$ cat src/rtl/sb_config_loader.sv
// ---------------------------------------------------------------------------
// sb_config_loader
//
// Purpose:
//   Upstream feeder for the switch-box array. It deserialises a 1-bit, MSB-first
//   configuration bitstream into (tile address, data word) frames. Each complete
//   frame writes its word into one switch box through a shared data bus and a
//   one-hot per-tile write strobe.
//
//   Frame on the wire: start bit '1', ADDR_WIDTH address bits, DATA_WIDTH data
//   bits, and one extra even-parity bit when SB_CONFIG_LOADER_PARITY_EN is
//   defined.
//
// Configuration macro:
//   SB_CONFIG_LOADER_PARITY_EN
//     defined   : a PARITY state takes one bit after the data. Even parity is
//                 required over addr+data+parity. A mismatch suppresses the write
//                 and sets err_parity. Parity is checked before the address range.
//     undefined : no parity bit, err_parity is tied to 0.
//
// Ports:
//   clk          in   rising-edge system clock
//   reset        in   asynchronous, active-low reset
//   bs_bit       in   serial bitstream bit, MSB first
//   bs_valid     in   bs_bit valid
//   bs_ready     out  loader accepts a bit this cycle (low only in ISSUE)
//   config_data  out  word to the switch boxes, held between writes
//   config_en    out  one-hot write strobe, one cycle per accepted frame
//   busy         out  frame in progress (state != IDLE)
//   err_addr     out  sticky: a frame addressed a tile >= NUM_TILES
//   err_parity   out  sticky: parity mismatch (0 without the feature)
//   frames_done  out  number of frames written to a tile, wraps silently
// ---------------------------------------------------------------------------
module sb_config_loader #(
  parameter int ADDR_WIDTH = 16,
  parameter int DATA_WIDTH = 32,
  parameter int NUM_TILES  = 16
) (
  input  logic                  clk,
  input  logic                  reset,
  input  logic                  bs_bit,
  input  logic                  bs_valid,
  output logic                  bs_ready,
  output logic [DATA_WIDTH-1:0] config_data,
  output logic [NUM_TILES-1:0]  config_en,
  output logic                  busy,
  output logic                  err_addr,
  output logic                  err_parity,
  output logic [15:0]           frames_done
);

  localparam int MAX_W = (ADDR_WIDTH > DATA_WIDTH) ? ADDR_WIDTH : DATA_WIDTH;
  localparam int CNT_W = (MAX_W > 1) ? $clog2(MAX_W) : 1;

  localparam logic [CNT_W-1:0] ADDR_LAST = CNT_W'(ADDR_WIDTH - 1);
  localparam logic [CNT_W-1:0] DATA_LAST = CNT_W'(DATA_WIDTH - 1);

`ifdef SB_CONFIG_LOADER_PARITY_EN
  typedef enum logic [2:0] {
    S_IDLE,
    S_ADDR,
    S_DATA,
    S_PARITY,
    S_ISSUE
  } state_t;
`else
  typedef enum logic [1:0] {
    S_IDLE,
    S_ADDR,
    S_DATA,
    S_ISSUE
  } state_t;
`endif

  state_t                  state_q, state_d;
  logic [CNT_W-1:0]        cnt_q, cnt_d;
  logic [ADDR_WIDTH-1:0]   addr_sr_q, addr_sr_d;
  logic [DATA_WIDTH-1:0]   data_sr_q, data_sr_d;
  logic [DATA_WIDTH-1:0]   config_data_q, config_data_d;
  logic [NUM_TILES-1:0]    config_en_q, config_en_d;
  logic                    err_addr_q, err_addr_d;
  logic [15:0]             frames_done_q, frames_done_d;
`ifdef SB_CONFIG_LOADER_PARITY_EN
  logic                    err_parity_q, err_parity_d;
`endif

  logic                    xfer;
  logic                    commit;
  logic [DATA_WIDTH-1:0]   commit_data;

  // The whole frame is complete on the same edge that enters ISSUE, so the
  // write strobe and data are registered on that edge and are visible during
  // the ISSUE cycle itself (one cycle after the last transferred bit).
  always_comb begin
    state_d       = state_q;
    cnt_d         = cnt_q;
    addr_sr_d     = addr_sr_q;
    data_sr_d     = data_sr_q;
    config_data_d = config_data_q;
    config_en_d   = '0;
    err_addr_d    = err_addr_q;
    frames_done_d = frames_done_q;
`ifdef SB_CONFIG_LOADER_PARITY_EN
    err_parity_d  = err_parity_q;
`endif
    commit        = 1'b0;
    commit_data   = data_sr_q;
    xfer          = bs_valid && (state_q != S_ISSUE);

    case (state_q)
      S_IDLE: begin
        if (xfer && bs_bit) begin
          state_d = S_ADDR;
          cnt_d   = '0;
        end
      end
      S_ADDR: begin
        if (xfer) begin
          addr_sr_d = {addr_sr_q[ADDR_WIDTH-2:0], bs_bit};
          if (cnt_q == ADDR_LAST) begin
            state_d = S_DATA;
            cnt_d   = '0;
          end else begin
            cnt_d = cnt_q + CNT_W'(1);
          end
        end
      end
      S_DATA: begin
        if (xfer) begin
          data_sr_d = {data_sr_q[DATA_WIDTH-2:0], bs_bit};
          if (cnt_q == DATA_LAST) begin
            cnt_d = '0;
`ifdef SB_CONFIG_LOADER_PARITY_EN
            state_d = S_PARITY;
`else
            state_d     = S_ISSUE;
            commit      = 1'b1;
            commit_data = data_sr_d;
`endif
          end else begin
            cnt_d = cnt_q + CNT_W'(1);
          end
        end
      end
`ifdef SB_CONFIG_LOADER_PARITY_EN
      S_PARITY: begin
        // Even parity: XOR over address, data and the parity bit must be 0.
        if (xfer) begin
          state_d = S_ISSUE;
          cnt_d   = '0;
          if (^{addr_sr_q, data_sr_q, bs_bit}) begin
            err_parity_d = 1'b1;
          end else begin
            commit      = 1'b1;
            commit_data = data_sr_q;
          end
        end
      end
`endif
      S_ISSUE: begin
        state_d = S_IDLE;
        cnt_d   = '0;
      end
      default: begin
        state_d = S_IDLE;
        cnt_d   = '0;
      end
    endcase

    // Out-of-range addresses leave the bus untouched and only flag the error.
    if (commit) begin
      if (32'(addr_sr_q) < 32'(NUM_TILES)) begin
        for (int i = 0; i < NUM_TILES; i++) begin
          config_en_d[i] = (32'(addr_sr_q) == 32'(i));
        end
        config_data_d = commit_data;
        frames_done_d = frames_done_q + 16'd1;
      end else begin
        err_addr_d = 1'b1;
      end
    end
  end

  // State and datapath registers; reset discards any partial frame.
  always_ff @(posedge clk or negedge reset) begin
    if (!reset) begin
      state_q       <= S_IDLE;
      cnt_q         <= '0;
      addr_sr_q     <= '0;
      data_sr_q     <= '0;
      config_data_q <= '0;
      config_en_q   <= '0;
      err_addr_q    <= 1'b0;
      frames_done_q <= '0;
    end else begin
      state_q       <= state_d;
      cnt_q         <= cnt_d;
      addr_sr_q     <= addr_sr_d;
      data_sr_q     <= data_sr_d;
      config_data_q <= config_data_d;
      config_en_q   <= config_en_d;
      err_addr_q    <= err_addr_d;
      frames_done_q <= frames_done_d;
    end
  end

`ifdef SB_CONFIG_LOADER_PARITY_EN
  always_ff @(posedge clk or negedge reset) begin
    if (!reset) begin
      err_parity_q <= 1'b0;
    end else begin
      err_parity_q <= err_parity_d;
    end
  end

  assign err_parity = err_parity_q;
`else
  assign err_parity = 1'b0;
`endif

  assign bs_ready    = (state_q != S_ISSUE);
  assign busy        = (state_q != S_IDLE);
  assign config_data = config_data_q;
  assign config_en   = config_en_q;
  assign err_addr    = err_addr_q;
  assign frames_done = frames_done_q;

endmodule

$ cat config.mk
export PLATFORM = sky130hd
export DESIGN_NAME = sb_config_loader
export DESIGN_NICKNAME = d
export VERILOG_FILES = /design/src/rtl/sb_config_loader.sv
export SDC_FILE = /design/constraint.sdc
export NUM_CORES = 1
export LEC_CHECK = 0
export ABC_AREA = 1
export CAP_MARGIN = 10
export CORE_ASPECT_RATIO = 0.7
export CORE_MARGIN = 4
export CORE_UTILIZATION = 55
export CTS_CLUSTER_SIZE = 8
export DETAILED_ROUTE_END_ITERATION = 7
export PLACE_DENSITY = 0.86
export REMOVE_ABC_BUFFERS = 1
export SLEW_MARGIN = 20
export SYNTH_ARGS = -nofsm -noshare
export SYNTH_HDL_FRONTEND = slang
export SYNTH_SLANG_ARGS = --single-unit
$ cat constraint.sdc
create_clock -name clk -period 5.45 [get_ports clk]
set_input_delay 1.09 -clock clk [delete_from_list [all_inputs] [get_ports clk]]
set_output_delay 1.09 -clock clk [all_outputs]
set_load 0.01 [all_outputs]
---- Yosys cells after proc, flatten, opt, wreduce, memory -nomap -nowiden ----
Cells that the tools add are included.
storage, ports and cells
  flip-flop bits (word level) ............. 120
  bits of input ports ..................... 4
  output and inout port bits .............. 68
cells by class
  $add $sub $neg .......................... 2
  order comparisons ....................... 1
  equality and inequality tests ........... 26
  muxes and demuxes ....................... 20
  bitwise operators ....................... 1
  reduce and logical (&&, ||, !) cells .... 11
operator list
  operator                 number
  $eq A16 B4 Y1 const B    8
  $mux W32                 3
  $eq A16 B3 Y1 const B    4
  $eq A16 B2 Y1 const B    2
  $mux W16                 2
  $mux W5                  5
  $pmux W5 S4              1
  $add A16 B1 Y16 const B  1
  $eq A16 B1 Y1 const B    1
  $logic_not A16 Y1        1
  $lt A16 B5 Y1 const B    1
  $ne A2 B2 Y1 const B     6
  $mux W2                  5
  $pmux W2 S4              1
  $reduce_and A2 Y1        4
  $add A5 B1 Y5 const B    1
  $eq A5 B4 Y1 const B     1
  $eq A5 B5 Y1 const B     1
  $reduce_and A5 Y1        1
  $eq A2 B2 Y1 const B     2
  $mux W1                  3
  $reduce_and A3 Y1        1
  $eq A2 B1 Y1 const B     1
  $logic_and A1 B1 Y1      2
  3 further kinds          3

---- Longest topological paths before layout ----
Gate-level depths: netlist (run 1).
  depth in word-level cells ............... 5
  depth in mapped cells ................... 11
  gate-level depth less buffers ........... 10

---- Worst setup path after synthesis (run 1) ----
Ideal clock, no wire load.
  path kind ............................... input port to flip-flop
  start point ............................. input port bs_valid
  end point ............................... register frames_done_q[13], in the netlist frames_done[13]
  setup time .............................. 0.116 ns
  data arrival time ....................... 1.807 ns
  data required time ...................... 5.334 ns
  slack ................................... 3.527 ns
  stages .................................. 7
  buffers on the path ..................... 2
  path through ............................ nand3_2 -> nor2_4 -> nand3_2 -> buf_6 -> buf_6 -> nand2_1 -> nand2_1
on the way
  word-level cells in the longest chain between the ends .. 4
ends and longest elaborated chain
  element                             RTL line  text
  from (decl)                         42        input logic bs_valid,
  $logic_and A1 B1 Y1                 108       xfer = bs_valid && (state_q != S_ISSUE);
  $mux W1                             129       if (xfer) begin
  $mux W1                             110       case (state_q)
  $reduce_and A2 Y1 (no source line)  --
  to (signal assigned)                203       frames_done_q <= frames_done_d;
  to (decl)                           82        logic [15:0] frames_done_q, frames_done_d;
No other way between the ends.
A chain may end at the register's enable or synchronous reset.

---- Worst setup path in the final report (run 1) ----
  start point ............................. input port bs_valid
  end point ............................... register frames_done_q[9], in the netlist frames_done[9]
Same word-level chain as after synthesis.

==> impl_metrics.csv, run 1 <==
group,metric,value,unit
status,status,"finished clean",
cts,tritoncts,"done",
drt,final_antenna_net_count,0,
worst_hold_path,hold_class,"flip-flop to flip-flop",
drt,vias,3902,
worst_hold_path,min_path_cells,2,
power,p_leak,2.94,nW
worst_setup_path,cp_num_buf_inv,3,
cts,cts_sinks,119,
placed_design,port_buffers,70,
synthesis,ys_seq_area_share,59.5,%
timing,finalSetupViolations,0,
power,power_density,394,nW/um^2
timing,layout_min_cycle_time,3.18,ns
cts,cts_resized,0,
drt,via_per_inst,5.15,
timing,tightest_slew,0.761,ns
synthesis,yosys_warnings,0,
cts,ctsHtreeMaxLevel,4,
layout,drive_above_1_share,8.62,%
floorplanning,core_area,8650,sq um
floorplanning,rows,28,
timing,hold_viol_final,0,
worst_setup_path,cp_slowest_cell,"nand3_2",
worst_setup_path,critPathCaptureType,"flip-flop",
timing,tns,0,ns
worst_hold_path,worstHoldStart,"config_data[25]$_DFFE_PN0P_",
worst_setup_path,worst-setup-path-type,"primary input to flip-flop",
layout,layout_common_cells,"nand2_1, dfrtp_1, o21ai_0",
global_routing,grt_max_degree,81,
drt,drt-initial-drc-count,375,
worst_setup_path,cp.arrival,3.47,ns
worst_setup_path,rrSetupSlack,2.65,ns
layout,final_common_cell,"nand2_1",
worst_setup_path,crit_path_start_kind,"primary input",
layout,finalCoreUtilization,73.8,%
timing,timing.final.crit_share,58.4,%
global_routing,grt_first_pass_wirelength,18.0,mm
global_routing,grt_use_total,21.6,%
global_routing,use_met1,27.1,%
synthesis,ys_ff_latch,119,
timing,drv_slew,0,
layout,area.growth.synth_to_final,27.5,%
cts,post_cts.repair.setup_buffers,0,
synthesis,synthDistinctLibCells,26,
synthesis,synthCells,551,
global_routing,use_met2,35.1,%
floorplanning,die_h,87.8,um
worst_setup_path,critPathTopFamily,"buffers and inverters",
worst_setup_path,cp.required,5.73,ns
layout,diodes,0,
flow_run,cap_violations,0,
cts,clk_transition_reported_paths,0.05,ns
layout,finalNetCount,639,
synthesis,syn_avg_cell_area,9.09,sq um
cts,cts_buffers,17,
worst_setup_path,r2r_start,"state_q[0]$_DFFE_PN0P_",
drt,drc,0,
global_routing,met3_usage,7.88,%
worst_setup_path,rr_worst_depth,9,
cts,cts_root_buf,"clkbuf_16",
global_routing,grt_remaining_overflow,0,
floorplanning,io_pins,72,
timing,slew_headroom,49.2,%
cts,worstSkewPairLatency,0.41,ns
worst_setup_path,crit_path_cell_trace,"clkdlybuf4s50_1 > nand3_2 > buf_4 > nor2_4 > nand3_2 > buf_4 > o21ai_0 > nand2_1",
floorplanning,die_area,10700,sq um
cts,cts_buffer_depth,2,
global_routing,grt_pass1_vias,3885,
timing,rsz0062_at_grt,"false",
global_routing,grt.busiest_layer,"met2",
cts,holdBufCountCts,0,
timing,clock.fmax,314,MHz
worst_setup_path,worst-path-max-fanout,63,
drt,avgRoutedWirePerCell,13.9,um
worst_setup_path,slowest_delay,0.51,ns
timing,fin_skew,0.0144,ns
floorplanning,start_util,57.9,%
drt,first_pass_iters,6,
placed_design,post-dp-hpwl,6.90,mm
floorplanning,die_w,122,um
global_routing,antenna_found_initial,0,
drt,wl,10.6,mm
power,ir_drop,0.000271,V
worst_hold_path,min_to,"config_data[25]$_DFFE_PN0P_",
synthesis,syn_area,5010,sq um
worst_setup_path,r2r_end,"frames_done[9]$_DFFE_PN0P_",
placed_design,gp_congestion,0.865,
[area by class of cell]
type,instances,area [sq um]
sequential,119,2980
fill,625,2270
multi-input combinational,342,1670
timing repair buffer,75,748
clock buffer,22,454
inverter,70,263
tap,120,150
clock inverter,10,128
[synthesized netlist by cell type (all sizes together)]
library cell | instances | area, sq um
xor2 | 3 | 26.3
inv | 70 | 263
mux2 | 5 | 56.3
nand2 | 152 | 571
ha | 10 | 125
clkbuf | 13 | 48.8
xnor2 | 3 | 26.3
nor2 | 48 | 190
a21oi | 1 | 5.00
o22ai | 1 | 6.26
conb | 1 | 3.75
a21o | 2 | 15.0
nand4 | 5 | 31.3
o21ai | 90 | 469
nand3 | 19 | 125
dfrtp | 119 | 2980
buf | 7 | 52.5
nand3b | 1 | 7.51
o21a | 1 | 7.51
[through the flow]
step           worst slack, ns  power [W]  cells  hold WS, ns  instance area [sq um]
2_1_floorplan             2.10    0.00130    531        0.449                   4910
4_1_cts                   2.27    0.00253    757        0.482                   6370
3_5_place_dp              1.87    0.00142    725        0.469                   5780
5_1_grt                   2.03    0.00264    758        0.502                   6390
6_report                  2.27    0.00251    758        0.478                   6390
3_3_place_gp              1.93    0.00140    725        0.466                   5780
[worst register-to-register path: stages (launching register included)]
cell and delay [ns]:
dfrtp_1 0.41, inv_1 0.12, ha_1 0.26, nand3_2 0.10, buf_4 0.30, nor2_4 0.19
nand3_2 0.51, buf_4 0.50, o21ai_0 0.21, nand2_1 0.08
[how the worst max path moves through the flow]
stage / start / endpoint / slack (ns) / cells after the start
CTS: bs_valid / frames_done[9]$_DFFE_PN0P_ / 2.27 / 8
floorplan: bs_valid / frames_done[3]$_DFFE_PN0P_ / 2.10 / 5
detailed placement: bs_valid / frames_done[7]$_DFFE_PN0P_ / 1.87 / 8
global placement: bs_valid / frames_done[7]$_DFFE_PN0P_ / 1.93 / 8
finish: bs_valid / frames_done[9]$_DFFE_PN0P_ / 2.27 / 8
global route: bs_valid / frames_done[2]$_DFFE_PN0P_ / 2.03 / 8
[report_power, final]
group	switching, W	internal (W)	leakage, nW	total, W
Sequential	0.0000602	0.000964	1.62	0.00102
Combinational	0.000266	0.000125	1.04	0.000391
Clock	0.000373	0.000725	0.287	0.00110
Total	0.000700	0.00181	2.94	0.00251
[cells by family (layout without fill, tap and decap cells)]
family / count (synthesis) / in the layout / synth area share (%)
buf+inv: 90 / 177 / 7.27
xor+xnor: 6 / 6 / 1.05
other cells: 1 / 1 / 0.0749
flops: 119 / 119 / 59.5
fa+ha+maj: 10 / 10 / 2.50
mux: 5 / 5 / 1.12
compound gates: 95 / 95 / 10.0
simple gates: 225 / 225 / 18.5
[layer usage]
metal,vias to the layer above,share of wire (%)
met5,-,0
met4,0,1.4
met3,22,7.5
met2,141,48
met1,1863,43
li1,1876,-
[flip-flops by register name (all words and copies together) (netlist names)]
| signal | flops |
|---|---|
| addr_sr_q | 16 |
| data_sr_q | 31 |
| config_data | 32 |
| state_q | 2 |
| config_en | 16 |
| frames_done | 16 |
| err_addr | 1 |
| cnt_q | 5 |
No activity file was read; power rests on OpenSTA's default activity.
==> run 2, diff against run 1 <==
--- a/config.mk
+++ b/config.mk
@@ -9,10 +9,10 @@
 export CAP_MARGIN = 10
 export CORE_ASPECT_RATIO = 0.7
 export CORE_MARGIN = 4
-export CORE_UTILIZATION = 55
+export CORE_UTILIZATION = 49
 export CTS_CLUSTER_SIZE = 8
 export DETAILED_ROUTE_END_ITERATION = 7
-export PLACE_DENSITY = 0.86
+export PLACE_DENSITY = 0.81
 export REMOVE_ABC_BUFFERS = 1
 export SLEW_MARGIN = 20
 export SYNTH_ARGS = -nofsm -noshare
==> constraint.sdc (replaced) <==
create_clock -name clk -period 2.71 [get_ports clk]
set_input_delay 0.542 -clock clk [delete_from_list [all_inputs] [get_ports clk]]
set_output_delay 0.542 -clock clk [all_outputs]
set_load 0.01 [all_outputs]
==> impl_metrics.csv, run 2 (synthesis gave the netlist of run 1 again) <==
group,metric,value,unit
timing,timing.final.crit_share,84.4,%
drt,vias,3759,
floorplanning,die_w,129,um
worst_setup_path,rr_worst_depth,11,
worst_setup_path,cp_slowest_cell,"nor2_1",
floorplanning,core_area,9830,sq um
placed_design,place_ws,0.438,ns
floorplanning,die_h,92.6,um
worst_setup_path,rrSetupSlack,0.42,ns
drt,final_antenna_net_count,0,
worst_setup_path,critPathTopFamily,"simple AND/OR/NAND/NOR gates",
cts,post_cts.repair.setup_buffers,0,
drt,via_per_inst,4.91,
worst_setup_path,crit_path_cell_trace,"ha_1 > nand2_1 > nor2_1 > ha_1 > inv_1 > nor2_4 > inv_2 > nor2_1 > buf_4 > nand2_1 > o21ai_0",
layout,largest_reg_flops,32,
worst_setup_path,crit_end,"frames_done[10]$_DFFE_PN0P_",
worst_setup_path,worst-setup-path-type,"flip-flop to flip-flop",
cts,holdBufCountCts,0,
worst_setup_path,r2r_end,"frames_done[10]$_DFFE_PN0P_",
status,status,"finished clean",
worst_hold_path,hold_class,"primary input to async pin",
timing,fin_ws,0.424,ns
timing,rsz0062_at_grt,"false",
layout,diodes,0,
cts,ctsHtreeMaxLevel,4,
layout,final_common_cell,"nand2_1",
cts,worstSkewPairLatency,0.40,ns
drt,drt-initial-drc-count,276,
timing,slew_headroom,48.8,%
worst_setup_path,cp.depth,11,
power,power_density,811,nW/um^2
drt,drc,0,
timing,finalSetupViolations,0,
worst_setup_path,crit_start,"cnt_q[0]$_DFFE_PN0P_",
timing,drv_slew,0,
power,totalPowerFinal,0.00524,W
worst_setup_path,cp.required,3.02,ns
worst_setup_path,r2r_start,"cnt_q[0]$_DFFE_PN0P_",
cts,tritoncts,"done",
placed_design,post-dp-hpwl,6.86,mm
global_routing,grt_pass1_vias,3706,
timing,fin_skew,0.00506,ns
power,ir_drop,0.000560,V
timing,whs,0.101,ns
drt,avgRoutedWirePerCell,13.3,um
cts,clk_transition_reported_paths,0.05,ns
worst_setup_path,critPathCaptureType,"flip-flop",
drt,first_pass_iters,5,
layout,finalNetCount,640,
timing,tightest_slew,0.767,ns
layout,layout_common_cells,"nand2_1, dfrtp_1, o21ai_0",
power,p_leak,2.98,nW
flow_run,cap_violations,0,
timing,layout_min_cycle_time,2.29,ns
layout,drive_above_1_share,9.09,%
worst_setup_path,crit_path_start_kind,"flip-flop",
layout,final_cell_area,6460,sq um
cts,cts_sinks,119,
placed_design,gp_congestion,0.851,
timing,hold_viol_final,0,
floorplanning,start_util,50.9,%
cts,cts_buffer_depth,2,
drt,wl,10.2,mm
global_routing,grt_remaining_overflow,0,
global_routing,antenna_found_initial,0,
global_routing,grt_use_total,18.3,%
placed_design,port_buffers,70,
cts,cts_resized,0,
cts,cts_root_buf,"clkbuf_16",
worst_setup_path,worst-path-max-fanout,16,
timing,clock.fmax,437,MHz
worst_setup_path,slowest_delay,0.41,ns
placed_design,placed_area,5820,sq um
worst_setup_path,cp.arrival,2.60,ns
layout,area.growth.synth_to_final,29.1,%
global_routing,grt_max_degree,63,
worst_setup_path,cp_num_buf_inv,3,
floorplanning,die_area,11900,sq um
floorplanning,rows,30,
floorplanning,io_pins,72,
cts,cts_buffers,17,
global_routing,grt_first_pass_wirelength,17.4,mm
==> run 2: changes by cell type in the layout (fill, tap and decap cells not counted) <==
cell       before  now
clkbuf_8        1    5
clkbuf_1        4    1
clkinv_2        6    3
bufinv_16       3    4
buf_4           5    6
==> run 2: routing by layer <==
| layer | wire, um | GRT usage, % | up-vias |
|---|---|---|---|
| li1 | - | - | 1889 |
| met1 | 4700 | 24.4 | 1767 |
| met2 | 4890 | 28.4 | 87 |
| met3 | 509 | 5.36 | 16 |
| met4 | 112 | 7.08 | 0 |
| met5 | 0 | 0 | - |
==> run 2: report_power, final <==
part / switching (W) / internal [W] / total, W
Sequential: 0.000120 / 0.00194 / 0.00206
Combinational: 0.000529 / 0.000253 / 0.000782
Clock: 0.000748 / 0.00165 / 0.00240
==> run 2: how the worst min path moves through the flow <==
stage                                      startpoint                     endpoint  slack [ns]  cells past startpoint
after floorplan                                 reset     addr_sr_q[0]$_DFFE_PN0P_        0.25                      0
after global placement       addr_sr_q[5]$_DFFE_PN0P_     addr_sr_q[5]$_DFFE_PN0P_        0.47                      2
after detailed placement  config_data[22]$_DFFE_PN0P_  config_data[22]$_DFFE_PN0P_        0.47                      2
after CTS                                       reset  config_data[29]$_DFFE_PN0P_        0.12                      1
after global routing                            reset  config_data[31]$_DFFE_PN0P_        0.14                      1
final                                           reset  config_data[28]$_DFFE_PN0P_        0.10                      1
==> run 2: worst register-to-register path, delay by kind of cell, from the launching register on <==
kind,cells,cell delay [ns]
DFF,1,0.39
adders and majority gates,2,0.39
and+or+nand+nor,5,0.89
AOI/OAI and AO/OA,1,0.09
buffers and inverters,3,0.43
==> run 2: through the flow <==
stage	std cells	setup TNS (ns)	util, %
2_1_floorplan	531	-7.32	-
5_1_grt	766	0	65.7
3_5_place_dp	735	0	59.2
4_1_cts	766	0	65.7
6_report	766	0	65.7
3_3_place_gp	735	0	59.2
==> run 2: layout make-up <==
cell class / count / area (sq um)
clock inverters: 8 / 143
fillers: 769 / 3370
flip-flops and latches: 119 / 2980
well taps: 128 / 160
inverters: 70 / 263
multi-input cells: 342 / 1670
repair buffers: 76 / 756
clock buffers: 23 / 498
